===== config.mk =====
export PLATFORM = sky130hd
export DESIGN_NAME = conv1d_access_controller_flat
export DESIGN_NICKNAME = d
export VERILOG_FILES = /design/src/rtl/conv1d_pkg.sv /design/src/rtl/conv1d_access_controller_if.sv /design/src/rtl/conv1d_access_controller_phase_counter.sv /design/src/rtl/conv1d_access_controller.sv /design/src/flat_wrapper.sv
export SDC_FILE = /design/constraint.sdc
export NUM_CORES = 1
export LEC_CHECK = 0
export CORE_MARGIN = 3
export CORE_UTILIZATION = 45
export DETAILED_ROUTE_END_ITERATION = 10
export GPL_TIMING_DRIVEN = 0
export PLACE_DENSITY = 0.74
export SLEW_MARGIN = 20
export SYNTH_ARGS = -nofsm -noshare
export SYNTH_HDL_FRONTEND = slang
export SYNTH_SLANG_ARGS = --single-unit

===== constraint.sdc =====
create_clock -name clk -period 6.4 [get_ports clk]
set_input_delay 0.96 -clock clk [delete_from_list [all_inputs] [get_ports clk]]
set_output_delay 0.96 -clock clk [all_outputs]
set_load 0.05 [all_outputs]

===== src/rtl/conv1d_pkg.sv =====
// Shared definitions for the Conv1D access controller: state encoding,
// L0 status codes, the registered strobe bundle and small helpers.
package conv1d_pkg;

    // Controller states (4-bit, kept as plain constants for legacy tools)
    localparam logic [3:0] S_IDLE    = 4'd0;
    localparam logic [3:0] S_LOAD_W  = 4'd1;
    localparam logic [3:0] S_LOAD_I  = 4'd2;
    localparam logic [3:0] S_LOAD_O  = 4'd3;
    localparam logic [3:0] S_PREP    = 4'd4;
    localparam logic [3:0] S_FILL    = 4'd5;
    localparam logic [3:0] S_COMPUTE = 4'd6;
    localparam logic [3:0] S_DRAIN   = 4'd7;
    localparam logic [3:0] S_WPREP   = 4'd8;
    localparam logic [3:0] S_WRITE   = 4'd9;
    localparam logic [3:0] S_DONE    = 4'd10;

    // L0 buffer status codes seen by the index generator
    localparam logic [1:0] ST_IDLE = 2'b00;
    localparam logic [1:0] ST_ADV  = 2'b01;
    localparam logic [1:0] ST_FULL = 2'b10;

    // Every strobe the controller drives, registered as one bundle
    typedef struct packed {
        logic       busy;
        logic       done;
        logic       mem_w_rst;
        logic       mem_i_rst;
        logic       mem_o_rst;
        logic       l0_w_rst;
        logic       l0_i_rst;
        logic       l0_o_rst;
        logic [1:0] l0_w_st;
        logic [1:0] l0_i_st;
        logic [1:0] l0_o_st;
        logic       data_ready;
        logic       w_load;
        logic       i_load;
        logic       o_load;
        logic       o_write;
    } ctrl_out_t;

    // Smallest r with 2**r >= value (0 for value <= 1)
    function automatic int clog2(input int value);
        int r;
        r = 0;
        for (int i = 0; i < 31; i++) begin
            if ((32'sd1 <<< i) < value) begin
                r = i + 1;
            end
        end
        return r;
    endfunction

    function automatic int max_int(input int a, input int b);
        return (a > b) ? a : b;
    endfunction

    // Strobe decode for a given state; first_fill marks the opening FILL
    // cycle and first_wt marks weight tile 0 of the current output tile.
    function automatic ctrl_out_t decode_outputs(input logic [3:0] state,
                                                 input logic       first_fill,
                                                 input logic       first_wt);
        ctrl_out_t o;
        o = '0;
        case (state)
            S_IDLE: begin
                o.mem_w_rst = 1'b1;
                o.mem_i_rst = 1'b1;
                o.mem_o_rst = 1'b1;
                o.l0_w_rst  = 1'b1;
                o.l0_i_rst  = 1'b1;
                o.l0_o_rst  = 1'b1;
            end
            S_LOAD_W: begin
                o.busy      = 1'b1;
                o.w_load    = 1'b1;
                o.mem_i_rst = 1'b1;
                o.mem_o_rst = 1'b1;
            end
            S_LOAD_I: begin
                o.busy      = 1'b1;
                o.i_load    = 1'b1;
                o.mem_w_rst = 1'b1;
                o.mem_o_rst = 1'b1;
            end
            S_LOAD_O: begin
                o.busy      = 1'b1;
                o.o_load    = 1'b1;
                o.mem_w_rst = 1'b1;
                o.mem_i_rst = 1'b1;
            end
            S_PREP: begin
                o.busy      = 1'b1;
                o.mem_w_rst = 1'b1;
                o.mem_i_rst = 1'b1;
                o.mem_o_rst = 1'b1;
                o.l0_w_rst  = 1'b1;
                o.l0_i_rst  = 1'b1;
                o.l0_o_rst  = 1'b1;
            end
            S_FILL: begin
                o.busy      = 1'b1;
                o.l0_w_st   = ST_ADV;
                o.l0_i_st   = ST_ADV;
                o.l0_o_st   = ST_IDLE;
                o.mem_w_rst = first_fill & first_wt;
                o.l0_w_rst  = first_fill;
                o.l0_i_rst  = first_fill;
                o.l0_o_rst  = first_fill & first_wt;
            end
            S_COMPUTE: begin
                o.busy       = 1'b1;
                o.l0_w_st    = ST_FULL;
                o.l0_i_st    = ST_FULL;
                o.l0_o_st    = ST_FULL;
                o.data_ready = 1'b1;
            end
            S_DRAIN: begin
                o.busy    = 1'b1;
                o.l0_o_st = ST_ADV;
            end
            S_WPREP: begin
                o.busy      = 1'b1;
                o.mem_o_rst = 1'b1;
            end
            S_WRITE: begin
                o.busy    = 1'b1;
                o.o_write = 1'b1;
            end
            S_DONE: begin
                o.busy      = 1'b1;
                o.done      = 1'b1;
                o.mem_w_rst = 1'b1;
                o.mem_i_rst = 1'b1;
                o.mem_o_rst = 1'b1;
            end
            default: begin
                // Unknown encoding: present the quiescent idle pattern
                o.mem_w_rst = 1'b1;
                o.mem_i_rst = 1'b1;
                o.mem_o_rst = 1'b1;
                o.l0_w_rst  = 1'b1;
                o.l0_i_rst  = 1'b1;
                o.l0_o_rst  = 1'b1;
            end
        endcase
        return o;
    endfunction

endpackage


===== src/rtl/conv1d_access_controller_if.sv =====
// Control bundle between the access controller (master) and the
// memory/L0 index generator plus run requester (slave side).
interface conv1d_access_controller_if;
    logic       start;
    logic       busy;
    logic       done;
    logic       Mem_Weight_Index_Reset;
    logic       Mem_Input_Index_Reset;
    logic       Mem_Output_Index_Reset;
    logic       L0_Weight_Index_Reset;
    logic       L0_Input_Index_Reset;
    logic       L0_Output_Index_Reset;
    logic [1:0] L0_Weight_Status;
    logic [1:0] L0_Input_Status;
    logic [1:0] L0_Output_Status;
    logic       L0_Data_Is_Ready;
    logic       Weight_Loading_From_File;
    logic       Input_Loading_From_File;
    logic       Output_Loading_From_File;
    logic       Output_Writing_To_File;

    modport master (
        input  start,
        output busy, done,
        output Mem_Weight_Index_Reset, Mem_Input_Index_Reset, Mem_Output_Index_Reset,
        output L0_Weight_Index_Reset, L0_Input_Index_Reset, L0_Output_Index_Reset,
        output L0_Weight_Status, L0_Input_Status, L0_Output_Status,
        output L0_Data_Is_Ready,
        output Weight_Loading_From_File, Input_Loading_From_File,
        output Output_Loading_From_File, Output_Writing_To_File
    );

    modport slave (
        output start,
        input  busy, done,
        input  Mem_Weight_Index_Reset, Mem_Input_Index_Reset, Mem_Output_Index_Reset,
        input  L0_Weight_Index_Reset, L0_Input_Index_Reset, L0_Output_Index_Reset,
        input  L0_Weight_Status, L0_Input_Status, L0_Output_Status,
        input  L0_Data_Is_Ready,
        input  Weight_Loading_From_File, Input_Loading_From_File,
        input  Output_Loading_From_File, Output_Writing_To_File
    );
endinterface


===== src/rtl/conv1d_access_controller_phase_counter.sv =====
// Terminal-count counter: advances when enabled, clears on request
// (clear wins), flags when the current count equals the loaded terminal.
// The next-state value is exported so callers can build registered
// outputs that line up with the counter's own register.
module phase_counter #(
    parameter int W = 4
) (
    input  logic         clk,
    input  logic         rst,
    input  logic         clr_i,
    input  logic         en_i,
    input  logic [W-1:0] term_i,
    output logic [W-1:0] cnt_o,
    output logic [W-1:0] cnt_next_o,
    output logic         last_o
);

    logic [W-1:0] cnt_q;
    logic [W-1:0] cnt_d;

    // Next count: clear has priority over advance
    always_comb begin
        cnt_d = cnt_q;
        if (clr_i) begin
            cnt_d = {W{1'b0}};
        end else if (en_i) begin
            cnt_d = cnt_q + W'(1'b1);
        end else begin
            cnt_d = cnt_q;
        end
    end

    // Count register with synchronous reset
    always_ff @(posedge clk) begin
        if (rst) begin
            cnt_q <= {W{1'b0}};
        end else begin
            cnt_q <= cnt_d;
        end
    end

    assign cnt_o      = cnt_q;
    assign cnt_next_o = cnt_d;
    assign last_o     = (cnt_q == term_i);

endmodule


===== src/rtl/conv1d_access_controller.sv =====
// Conv1D access sequencer: load weights/inputs/outputs, walk output and
// weight tiles through L0 fill/compute/drain, then write back. All
// strobes are decoded from the next state and registered.
module conv1d_access_controller
    import conv1d_pkg::*;
#(
    parameter int Weight_Nums    = 4,
    parameter int Input_Nums     = 5,
    parameter int Output_Nums    = 8,
    parameter int L0_Weight_Nums = 2,
    parameter int L0_Input_Nums  = 8,
    parameter int L0_Output_Nums = 8
) (
    input logic                        clk,
    input logic                        rst,
    conv1d_access_controller_if.master ctrl
);

    localparam int COMPUTE_CYCLES = L0_Weight_Nums * L0_Output_Nums;
    localparam int MAX_DWELL = max_int(max_int(max_int(Weight_Nums, Input_Nums),
                                               max_int(Output_Nums, L0_Input_Nums)),
                                       max_int(COMPUTE_CYCLES, L0_Output_Nums));
    localparam int PH_W = clog2(MAX_DWELL) + 1;
    localparam int N_WT = Weight_Nums / L0_Weight_Nums;
    localparam int N_OT = Output_Nums / L0_Output_Nums;
    localparam int WT_W = clog2(N_WT) + 1;
    localparam int OT_W = clog2(N_OT) + 1;

    generate
        if ((Weight_Nums % L0_Weight_Nums) != 0) begin : g_bad_weight_tile
            $error("L0_Weight_Nums must divide Weight_Nums");
        end
        if ((Output_Nums % L0_Output_Nums) != 0) begin : g_bad_output_tile
            $error("L0_Output_Nums must divide Output_Nums");
        end
    endgenerate

    logic [3:0]      state_q;
    logic [3:0]      state_d;
    logic [PH_W-1:0] ph_term_s;
    logic [PH_W-1:0] ph_q;
    logic [PH_W-1:0] ph_d;
    logic            ph_last_s;
    logic [WT_W-1:0] wt_q;
    logic [WT_W-1:0] wt_d;
    logic            wt_last_s;
    logic            wt_en_s;
    logic            wt_clr_s;
    logic [OT_W-1:0] ot_q;
    logic [OT_W-1:0] ot_d;
    logic            ot_last_s;
    logic            ot_en_s;
    logic            ot_clr_s;
    logic            first_fill_s;
    logic            first_wt_s;
    ctrl_out_t       out_d;
    ctrl_out_t       out_q;
    logic            tile_unused_s;

    // Dwell length minus one for the current state (0 for single-cycle states)
    always_comb begin
        ph_term_s = {PH_W{1'b0}};
        case (state_q)
            S_LOAD_W:  ph_term_s = PH_W'(Weight_Nums - 1);
            S_LOAD_I:  ph_term_s = PH_W'(Input_Nums - 1);
            S_LOAD_O:  ph_term_s = PH_W'(Output_Nums - 1);
            S_FILL:    ph_term_s = PH_W'(L0_Input_Nums - 1);
            S_COMPUTE: ph_term_s = PH_W'(COMPUTE_CYCLES - 1);
            S_DRAIN:   ph_term_s = PH_W'(L0_Output_Nums - 1);
            S_WRITE:   ph_term_s = PH_W'(Output_Nums - 1);
            default:   ph_term_s = {PH_W{1'b0}};
        endcase
    end

    // Every state leaves when its dwell expires, so clearing on the last
    // count is the same as clearing on each transition; in IDLE the
    // terminal is 0 and the counter is held at zero.
    phase_counter #(.W(PH_W)) u_phase (
        .clk        (clk),
        .rst        (rst),
        .clr_i      (ph_last_s),
        .en_i       (1'b1),
        .term_i     (ph_term_s),
        .cnt_o      (ph_q),
        .cnt_next_o (ph_d),
        .last_o     (ph_last_s)
    );

    assign wt_en_s  = (state_q == S_COMPUTE) && ph_last_s;
    assign wt_clr_s = wt_en_s && wt_last_s;

    phase_counter #(.W(WT_W)) u_weight_tile (
        .clk        (clk),
        .rst        (rst),
        .clr_i      (wt_clr_s),
        .en_i       (wt_en_s),
        .term_i     (WT_W'(N_WT - 1)),
        .cnt_o      (wt_q),
        .cnt_next_o (wt_d),
        .last_o     (wt_last_s)
    );

    assign ot_en_s  = (state_q == S_DRAIN) && ph_last_s;
    assign ot_clr_s = ot_en_s && ot_last_s;

    phase_counter #(.W(OT_W)) u_output_tile (
        .clk        (clk),
        .rst        (rst),
        .clr_i      (ot_clr_s),
        .en_i       (ot_en_s),
        .term_i     (OT_W'(N_OT - 1)),
        .cnt_o      (ot_q),
        .cnt_next_o (ot_d),
        .last_o     (ot_last_s)
    );

    // Only the tile-end flags and next counts feed the decode
    assign tile_unused_s = ^{ph_q, wt_q, ot_q, ot_d};

    // Next-state sequencing through load, tile loops and write-back
    always_comb begin
        state_d = state_q;
        case (state_q)
            S_IDLE: begin
                if (ctrl.start) state_d = S_LOAD_W;
                else            state_d = S_IDLE;
            end
            S_LOAD_W: begin
                if (ph_last_s) state_d = S_LOAD_I;
                else           state_d = S_LOAD_W;
            end
            S_LOAD_I: begin
                if (ph_last_s) state_d = S_LOAD_O;
                else           state_d = S_LOAD_I;
            end
            S_LOAD_O: begin
                if (ph_last_s) state_d = S_PREP;
                else           state_d = S_LOAD_O;
            end
            S_PREP: begin
                state_d = S_FILL;
            end
            S_FILL: begin
                if (ph_last_s) state_d = S_COMPUTE;
                else           state_d = S_FILL;
            end
            S_COMPUTE: begin
                if (ph_last_s) begin
                    if (wt_last_s) state_d = S_DRAIN;
                    else           state_d = S_FILL;
                end else begin
                    state_d = S_COMPUTE;
                end
            end
            S_DRAIN: begin
                if (ph_last_s) begin
                    if (ot_last_s) state_d = S_WPREP;
                    else           state_d = S_FILL;
                end else begin
                    state_d = S_DRAIN;
                end
            end
            S_WPREP: begin
                state_d = S_WRITE;
            end
            S_WRITE: begin
                if (ph_last_s) state_d = S_DONE;
                else           state_d = S_WRITE;
            end
            S_DONE: begin
                state_d = S_IDLE;
            end
            default: begin
                state_d = S_IDLE;
            end
        endcase
    end

    // Decode from next state/counters so the registered strobes line up
    // with the state register
    assign first_fill_s = (state_d == S_FILL) && (ph_d == {PH_W{1'b0}});
    assign first_wt_s   = (wt_d == {WT_W{1'b0}});
    assign out_d        = decode_outputs(state_d, first_fill_s, first_wt_s);

    // State and output registers with synchronous reset
    always_ff @(posedge clk) begin
        if (rst) begin
            state_q <= S_IDLE;
            out_q   <= decode_outputs(S_IDLE, 1'b0, 1'b0);
        end else begin
            state_q <= state_d;
            out_q   <= out_d;
        end
    end

    assign ctrl.busy                     = out_q.busy;
    assign ctrl.done                     = out_q.done;
    assign ctrl.Mem_Weight_Index_Reset   = out_q.mem_w_rst;
    assign ctrl.Mem_Input_Index_Reset    = out_q.mem_i_rst;
    assign ctrl.Mem_Output_Index_Reset   = out_q.mem_o_rst;
    assign ctrl.L0_Weight_Index_Reset    = out_q.l0_w_rst;
    assign ctrl.L0_Input_Index_Reset     = out_q.l0_i_rst;
    assign ctrl.L0_Output_Index_Reset    = out_q.l0_o_rst;
    assign ctrl.L0_Weight_Status         = out_q.l0_w_st;
    assign ctrl.L0_Input_Status          = out_q.l0_i_st;
    assign ctrl.L0_Output_Status         = out_q.l0_o_st;
    assign ctrl.L0_Data_Is_Ready         = out_q.data_ready;
    assign ctrl.Weight_Loading_From_File = out_q.w_load;
    assign ctrl.Input_Loading_From_File  = out_q.i_load;
    assign ctrl.Output_Loading_From_File = out_q.o_load;
    assign ctrl.Output_Writing_To_File   = out_q.o_write;

endmodule


===== src/flat_wrapper.sv =====
// flat-port wrapper written by rule: the top's interface ports become plain ports
module conv1d_access_controller_flat import conv1d_pkg::*;
#(
    parameter int Weight_Nums    = 4,
    parameter int Input_Nums     = 5,
    parameter int Output_Nums    = 8,
    parameter int L0_Weight_Nums = 2,
    parameter int L0_Input_Nums  = 8,
    parameter int L0_Output_Nums = 8
)
  (clk, rst, ctrl_start, ctrl_busy, ctrl_done, ctrl_Mem_Weight_Index_Reset, ctrl_Mem_Input_Index_Reset, ctrl_Mem_Output_Index_Reset, ctrl_L0_Weight_Index_Reset, ctrl_L0_Input_Index_Reset, ctrl_L0_Output_Index_Reset, ctrl_L0_Weight_Status, ctrl_L0_Input_Status, ctrl_L0_Output_Status, ctrl_L0_Data_Is_Ready, ctrl_Weight_Loading_From_File, ctrl_Input_Loading_From_File, ctrl_Output_Loading_From_File, ctrl_Output_Writing_To_File);
  conv1d_access_controller_if ctrl_i ();
  input logic clk;
  input logic rst;
  input wire logic [$bits(ctrl_i.start)-1:0] ctrl_start;
  output wire logic [$bits(ctrl_i.busy)-1:0] ctrl_busy;
  output wire logic [$bits(ctrl_i.done)-1:0] ctrl_done;
  output wire logic [$bits(ctrl_i.Mem_Weight_Index_Reset)-1:0] ctrl_Mem_Weight_Index_Reset;
  output wire logic [$bits(ctrl_i.Mem_Input_Index_Reset)-1:0] ctrl_Mem_Input_Index_Reset;
  output wire logic [$bits(ctrl_i.Mem_Output_Index_Reset)-1:0] ctrl_Mem_Output_Index_Reset;
  output wire logic [$bits(ctrl_i.L0_Weight_Index_Reset)-1:0] ctrl_L0_Weight_Index_Reset;
  output wire logic [$bits(ctrl_i.L0_Input_Index_Reset)-1:0] ctrl_L0_Input_Index_Reset;
  output wire logic [$bits(ctrl_i.L0_Output_Index_Reset)-1:0] ctrl_L0_Output_Index_Reset;
  output wire logic [$bits(ctrl_i.L0_Weight_Status)-1:0] ctrl_L0_Weight_Status;
  output wire logic [$bits(ctrl_i.L0_Input_Status)-1:0] ctrl_L0_Input_Status;
  output wire logic [$bits(ctrl_i.L0_Output_Status)-1:0] ctrl_L0_Output_Status;
  output wire logic [$bits(ctrl_i.L0_Data_Is_Ready)-1:0] ctrl_L0_Data_Is_Ready;
  output wire logic [$bits(ctrl_i.Weight_Loading_From_File)-1:0] ctrl_Weight_Loading_From_File;
  output wire logic [$bits(ctrl_i.Input_Loading_From_File)-1:0] ctrl_Input_Loading_From_File;
  output wire logic [$bits(ctrl_i.Output_Loading_From_File)-1:0] ctrl_Output_Loading_From_File;
  output wire logic [$bits(ctrl_i.Output_Writing_To_File)-1:0] ctrl_Output_Writing_To_File;
  assign ctrl_i.start = ctrl_start;
  assign ctrl_busy = ctrl_i.busy;
  assign ctrl_done = ctrl_i.done;
  assign ctrl_Mem_Weight_Index_Reset = ctrl_i.Mem_Weight_Index_Reset;
  assign ctrl_Mem_Input_Index_Reset = ctrl_i.Mem_Input_Index_Reset;
  assign ctrl_Mem_Output_Index_Reset = ctrl_i.Mem_Output_Index_Reset;
  assign ctrl_L0_Weight_Index_Reset = ctrl_i.L0_Weight_Index_Reset;
  assign ctrl_L0_Input_Index_Reset = ctrl_i.L0_Input_Index_Reset;
  assign ctrl_L0_Output_Index_Reset = ctrl_i.L0_Output_Index_Reset;
  assign ctrl_L0_Weight_Status = ctrl_i.L0_Weight_Status;
  assign ctrl_L0_Input_Status = ctrl_i.L0_Input_Status;
  assign ctrl_L0_Output_Status = ctrl_i.L0_Output_Status;
  assign ctrl_L0_Data_Is_Ready = ctrl_i.L0_Data_Is_Ready;
  assign ctrl_Weight_Loading_From_File = ctrl_i.Weight_Loading_From_File;
  assign ctrl_Input_Loading_From_File = ctrl_i.Input_Loading_From_File;
  assign ctrl_Output_Loading_From_File = ctrl_i.Output_Loading_From_File;
  assign ctrl_Output_Writing_To_File = ctrl_i.Output_Writing_To_File;
  conv1d_access_controller #(.Weight_Nums(Weight_Nums), .Input_Nums(Input_Nums), .Output_Nums(Output_Nums), .L0_Weight_Nums(L0_Weight_Nums), .L0_Input_Nums(L0_Input_Nums), .L0_Output_Nums(L0_Output_Nums)) u_core (.clk(clk), .rst(rst), .ctrl(ctrl_i));
endmodule

# After elaboration in Yosys (flattened, before gate mapping)
# Cells that the tools add are included.
# word_totals
regBits	31
inputBits	3
output_inout_bits	19
word_cells	89
# op_classes
add_sub_neg	3
eq_ne	21
n_mux	28
bitwise_logic	2
n_reduce_logical	15
# ops
cell	count
4-bit one-hot mux with 10 select lines	1
4-bit by 3-bit == test with 1-bit output, second input constant	8
4-bit == test, second input constant	5
4-bit by 2-bit == test with 1-bit output, second input constant	4
4-bit one-hot mux with 4 select lines	1
2-bit two-way mux	7
1-bit two-way mux	11
10-bit OR reduction	1
5-bit OR reduction	2
4-bit by 1-bit == test with 1-bit output, second input constant	2
4-bit two-way mux	2
4-bit one-hot mux with 2 select lines	1
8-bit OR reduction	1
3-bit one-hot mux with 2 select lines	1
6-bit OR reduction	1
5-bit by 1-bit adder with 5-bit output, second input constant	1
5-bit == test	1
1-bit logical AND	5
5-bit logical NOT	1
5-bit two-way mux	1
4-bit logical NOT	1
2-bit one-hot mux with 2 select lines	1
4-bit OR reduction	1
3-bit two-way mux	1
other kinds (8)	8

# Longest topological paths before layout
# depth
word_depth	10
mapped_depth	9
mapped_depth_nobuf	7

# Hierarchy
# Synthesis repeated with hierarchy kept, for this count alone.
# unflattened
cells_unflattened	156
area_unflattened_um2	1395.1
# modules_own_cells
mod	n_inst	cells_each	area_per_inst_um2	seq_area_each_um2
conv1d_access_controller	1	107	954.7	360.3
phase_counter at u_core.u_phase	1	32	275.3	100.1
phase_counter at u_core.u_weight_tile	1	12	113.9	40.0
phase_counter at u_core.u_output_tile	1	5	51.3	20.0

# Worst setup path after synthesis
# No wires, ideal clock.
# synth_path
path_type	reg-to-reg
start	register u_core.state_q[2]
end	register u_core.out_q, in the netlist u_core.ctrl.Mem_Weight_Index_Reset
setup_ns	0.124
arrival_time_ns	2.111
t_required_ns	6.276
path_slack_ns	4.164
stages_incl_launch_ff	9
n_path_buf	1
synth_period_minus_slack_ns	2.236
path_cell_list	dfxtp_1 -> buf_6 -> mux2i_1 -> nor2_1 -> o41a_4 -> nand3_4 -> mux2i_2 -> a2111oi_2 -> a2111o_1
# synth_via
elab_chain_cells	10
elab_cells_between_ends	38
classes_between	eq/ne (16); mux (13); bitwise (1); reduce/logical (8)
# synth_lines
item	line	source
start: declaration	conv1d_access_controller.sv:38	logic [3:0] state_q;
start signal: assignment	conv1d_access_controller.sv:191	state_q <= state_d;
4-bit by 2-bit == test with 1-bit output, or another cell as far along	conv1d_access_controller.sv:63, conv1d_access_controller.sv:123	
4-bit OR reduction (no source line)	--	
4-bit one-hot mux with 4 select lines	conv1d_access_controller.sv:63	case (state_q)
5-bit == test	conv1d_access_controller_phase_counter.sv:44	assign last_o = (cnt_q == term_i);
2-bit two-way mux, or another cell as far along	conv1d_access_controller.sv:129, conv1d_access_controller.sv:144, conv1d_access_controller.sv:167	
4-bit one-hot mux with 10 select lines, or another cell as far along	conv1d_access_controller.sv:123	case (state_q)
4-bit by 3-bit == test with 1-bit output or 2-bit two-way mux (tied branches)	conv1d_pkg.sv:66, conv1d_access_controller.sv:181, conv1d_access_controller_phase_counter.sv:24	
1-bit logical AND or 2-bit logical NOT (tied branches)	conv1d_access_controller.sv:181, conv1d_access_controller.sv:182	
1-bit bitwise AND	conv1d_pkg.sv:107	o.mem_w_rst = first_fill & first_wt;
1-bit one-hot mux with 2 select lines (*)	conv1d_pkg.sv:66	case (state)
end signal: assignment	conv1d_access_controller.sv:189	out_q <= decode_outputs(S_IDLE, 1'b0, 1'b0);
end signal: assignment	conv1d_access_controller.sv:192	out_q <= out_d;
end: declaration	conv1d_access_controller.sv:57	ctrl_out_t out_q;
# Mark *: on every way between the ends. The rest lies on a longest branch, timed or not.
# A chain may end at the register's enable or synchronous reset.

==> reports/metrics.csv <==
stage,metric,value,unit
final_layout,nets,201,
cts,Clock transition at path regs,0.15,ns
route,drt wl/cell,13.30,µm
final_layout,ant diodes,0,
power,clock network power share,19.1,%
synth,number of synthesized flops with an enable pin,0,
synth,Yosys reg bits,27,
timing,"Min Clock Period, post-route",2.591,ns
synth,"Avg Cell Area, Syn",8.486,µm²
route,Vias/cell,5.384,
cts,Post CTS Setup Buffer Count,0,
global_route,initial antenna violation count,0,
place,post-detail-place hpwl,2409,µm
timing,setup TNS,0,ns
place,port bufs,21,
floorplanning,row count,19,
synth,largest area contributor in the netlist,dfxtp_1,
synth,area share of the largest cell type after synthesis,37.47,%
cts,CTS tree,built,
floorplanning,Ports,22,
power,switching share of power,36.74,%
global_route,gr usage total,16.99,%
route,Pre-antenna DRT Iters,6,
worst_setup_path,Critical Path Start Type,flip-flop,
route,post-route ant nets,0,
global_route,Congestion Overflow GR,0,
synth,Post-Synthesis Cell Area,1443,µm²
hold_path,HP Class,reg2reg,
floorplanning,Horiz. Die Dim,62.62,µm
worst_setup_path,Worst Setup SP,u_core.ctrl.L0_Output_Status[1]$_SDFF_PP0_,
route,final wirelength,3151,µm
final_layout,area delta synth->final,20.29,%
cts,Max Root-Sink Buffers,2,
floorplanning,die area,3921,µm²
cts,Root Buffer,clkbuf_4,
synth,"Seq/Total Area, Yosys",37.47,%
cts,Num CTS Buffers,3,
synth,Syn Nets,175,
synth,Synth area leaders,"dfxtp_1 (37%), nor2_1 (7.0%), nor3_1 (3.8%)",
floorplanning,Core Region,2900,µm²
final_layout,most frequent cells in the layout,"nor2_1 (27), dfxtp_1 (27), clkdlybuf4s50_1 (21)",
global_route,largest net degree at the start of global routing,17,
power,logic gate share of total power,34.6,%
route,# DRC,0,
synth,Synth cell types,48,
worst_setup_path,crit end category,output pin,
place,routability cong.,0.8294,
timing,Fin. Hold Viols,0,
floorplanning,Die Y,62.62,µm
timing,Worst-Margin Slew,0.6146,ns
timing,"Period Utilization, post-route",40.49,%
worst_setup_path,Worst Path Max Fanout,3,
power,Static Leak,0.6481,nW
power,Switch Pwr,0.1478,mW
cts,hold buffers post-CTS,0,
worst_setup_path,"Worst Path Class, Setup",reg2out,
timing,Final Max Tran Viols,0,
final_layout,Reg area,540.5,µm²
route,via count,1276,
global_route,first-pass GRT wire length,5471,µm
timing,f_max,0.3859,GHz
cts,CTS sink count,27,
route,drt initial violations,99,
power,Internal,0.2544,mW
cts,H-tree depth,1,
run_status,status,finished clean,
worst_setup_path,WP data required,5.44,ns
global_route,vias in the first global route,1215,
worst_setup_path,reg2reg path depth,8,
final_layout,fillers,283,
worst_setup_path,"slowest stage cell, crit path",clkdlybuf4s50_1,
timing,Slew HR,58.22,%
synth,Synth Flop Type,dfxtp_1,
power,Pwr per Cell Area,231.7,nW/µm²
final_layout,Multi-input gate area,789.5,µm²
cts,later-pin clock latency in the skew report,0.33,ns
power,Flop pwr share,46.4,%
timing,Final setup viols,0,
final_layout,share of cells above drive strength 1,10.77,%
flow_run,Max-Cap Viols,0,
final_layout,final core occ,59.84,%
timing,RSZ-0062 raised after global routing,false,
synth,Mapped Cells,170,
synth,Ys Warns,0,
worst_setup_path,reg-to-reg endpoint,u_core.ctrl.Mem_Weight_Index_Reset$_SDFF_PP1_,
worst_setup_path,end point of the critical path,ctrl_L0_Weight_Status[1],
worst_setup_path,FF-to-FF setup slack,3.82,ns
worst_setup_path,"critical path, cell by cell",buf_4 -> clkdlybuf4s50_1,
worst_setup_path,worst path arrival time,1.63,ns
worst_setup_path,Reg2Reg Launch Point,u_core.state_q[1]$_SDFF_PP0_,
timing,Min Hold Slack,0.5055,ns
synth,ys async rst share,0,%
cts,post_cts resized,0,
timing,Setup Skew,0.004043,ns
power,Max IR drop VDD,139.6,µV
worst_setup_path,"slowest stage delay, CP",0.80,ns
floorplanning,Initial Util,49.74,%
[power groups by stage]
stage               logic, mW  clock network, mW  registers [mW]
floorplan              0.0782                  0           0.216
global placement        0.137                  0           0.190
global route            0.149             0.0887           0.188
detailed placement      0.139                  0           0.190
finish                  0.139             0.0766           0.187
CTS                     0.139             0.0789           0.187
[worst max-delay path, delay by kind of cell (launching register included)]
kind	cells	cell delay, ns
buffers and inverters	2	0.92
flip-flops	1	0.39
[layout make-up]
cell class	instances	share of cell area, %
clock inverters	1	0.4326
well taps	42	3.028
repair buffers	21	12.11
flip-flops and latches	27	31.15
clock buffers	3	1.298
multi-input cells	121	45.49
plain buffers	15	4.975
inverters	7	1.514
[routing by layer]
metal,global-route usage [%],part of all wire [%]
met1,20.95,47
met2,28.63,47
met3,2.878,3.3
met4,7.989,3.0
met5,0,0
[sequential cells by signal, indices dropped and copies added (netlist names), 2 cells and up]
register / cells
u_core.state_q: 4
u_core.u_phase.cnt_o: 5
u_core.u_weight_tile.cnt_o: 2
u_core.ctrl.L0_Output_Status: 2
[synth_stat cells, drive strengths merged (2+ instances only)]
| library cell | number |
|---|---|
| nor3 | 11 |
| a2111oi | 2 |
| xnor2 | 2 |
| clkbuf | 6 |
| and2 | 2 |
| a211oi | 2 |
| mux2i | 6 |
| nand3 | 4 |
| nor4 | 2 |
| a41o | 2 |
| o21ai | 6 |
| a31oi | 2 |
| a21oi | 9 |
| or3 | 4 |
| dfxtp | 27 |
| buf | 9 |
| a21o | 2 |
| xor2 | 3 |
| nand2b | 2 |
| o21bai | 2 |
| nand2 | 13 |
| and3 | 2 |
| inv | 7 |
| ha | 2 |
| nor2 | 27 |
[worst min-delay path by stage]
stage	startpoint	endpoint	slack (ns)	depth (start not counted)
floorplan	u_core.u_phase.cnt_o[0]$_SDFF_PP0_	u_core.u_phase.cnt_o[0]$_SDFF_PP0_	0.45	1
global placement	u_core.u_phase.cnt_o[0]$_SDFF_PP0_	u_core.u_phase.cnt_o[0]$_SDFF_PP0_	0.47	1
detailed placement	u_core.u_phase.cnt_o[0]$_SDFF_PP0_	u_core.u_phase.cnt_o[0]$_SDFF_PP0_	0.48	1
CTS	u_core.u_output_tile.cnt_o$_SDFFE_PP0P_	u_core.u_output_tile.cnt_o$_SDFFE_PP0P_	0.51	1
global route	u_core.u_output_tile.cnt_o$_SDFFE_PP0P_	u_core.u_output_tile.cnt_o$_SDFFE_PP0P_	0.52	1
finish	u_core.u_phase.cnt_o[0]$_SDFF_PP0_	u_core.u_phase.cnt_o[0]$_SDFF_PP0_	0.51	1
[kinds of logic after synthesis]
kind of cell	Yosys count	share of synthesized area, %
simple gates	72	25.50
compound gates	36	20.03
flops	27	37.47
buf+inv	22	7.806
mux	6	4.423
xor+xnor	5	3.036
fa+ha+maj	2	1.734
[stage by stage]
| stage | setup slack (ns) | total power, mW | area [µm²] | instances |
|---|---|---|---|---|
| 6_report | 3.809 | 0.4022 | 1735 | 237 |
| 5_1_grt | 3.712 | 0.4259 | 1735 | 237 |
| 4_1_cts | 3.798 | 0.4050 | 1735 | 237 |
| 3_5_place_dp | 3.515 | 0.3291 | 1705 | 233 |
| 3_3_place_gp | 3.538 | 0.3269 | 1705 | 233 |
| 2_1_floorplan | 4.164 | 0.2943 | 1443 | 170 |
Power figures use the tool's default switching activity.
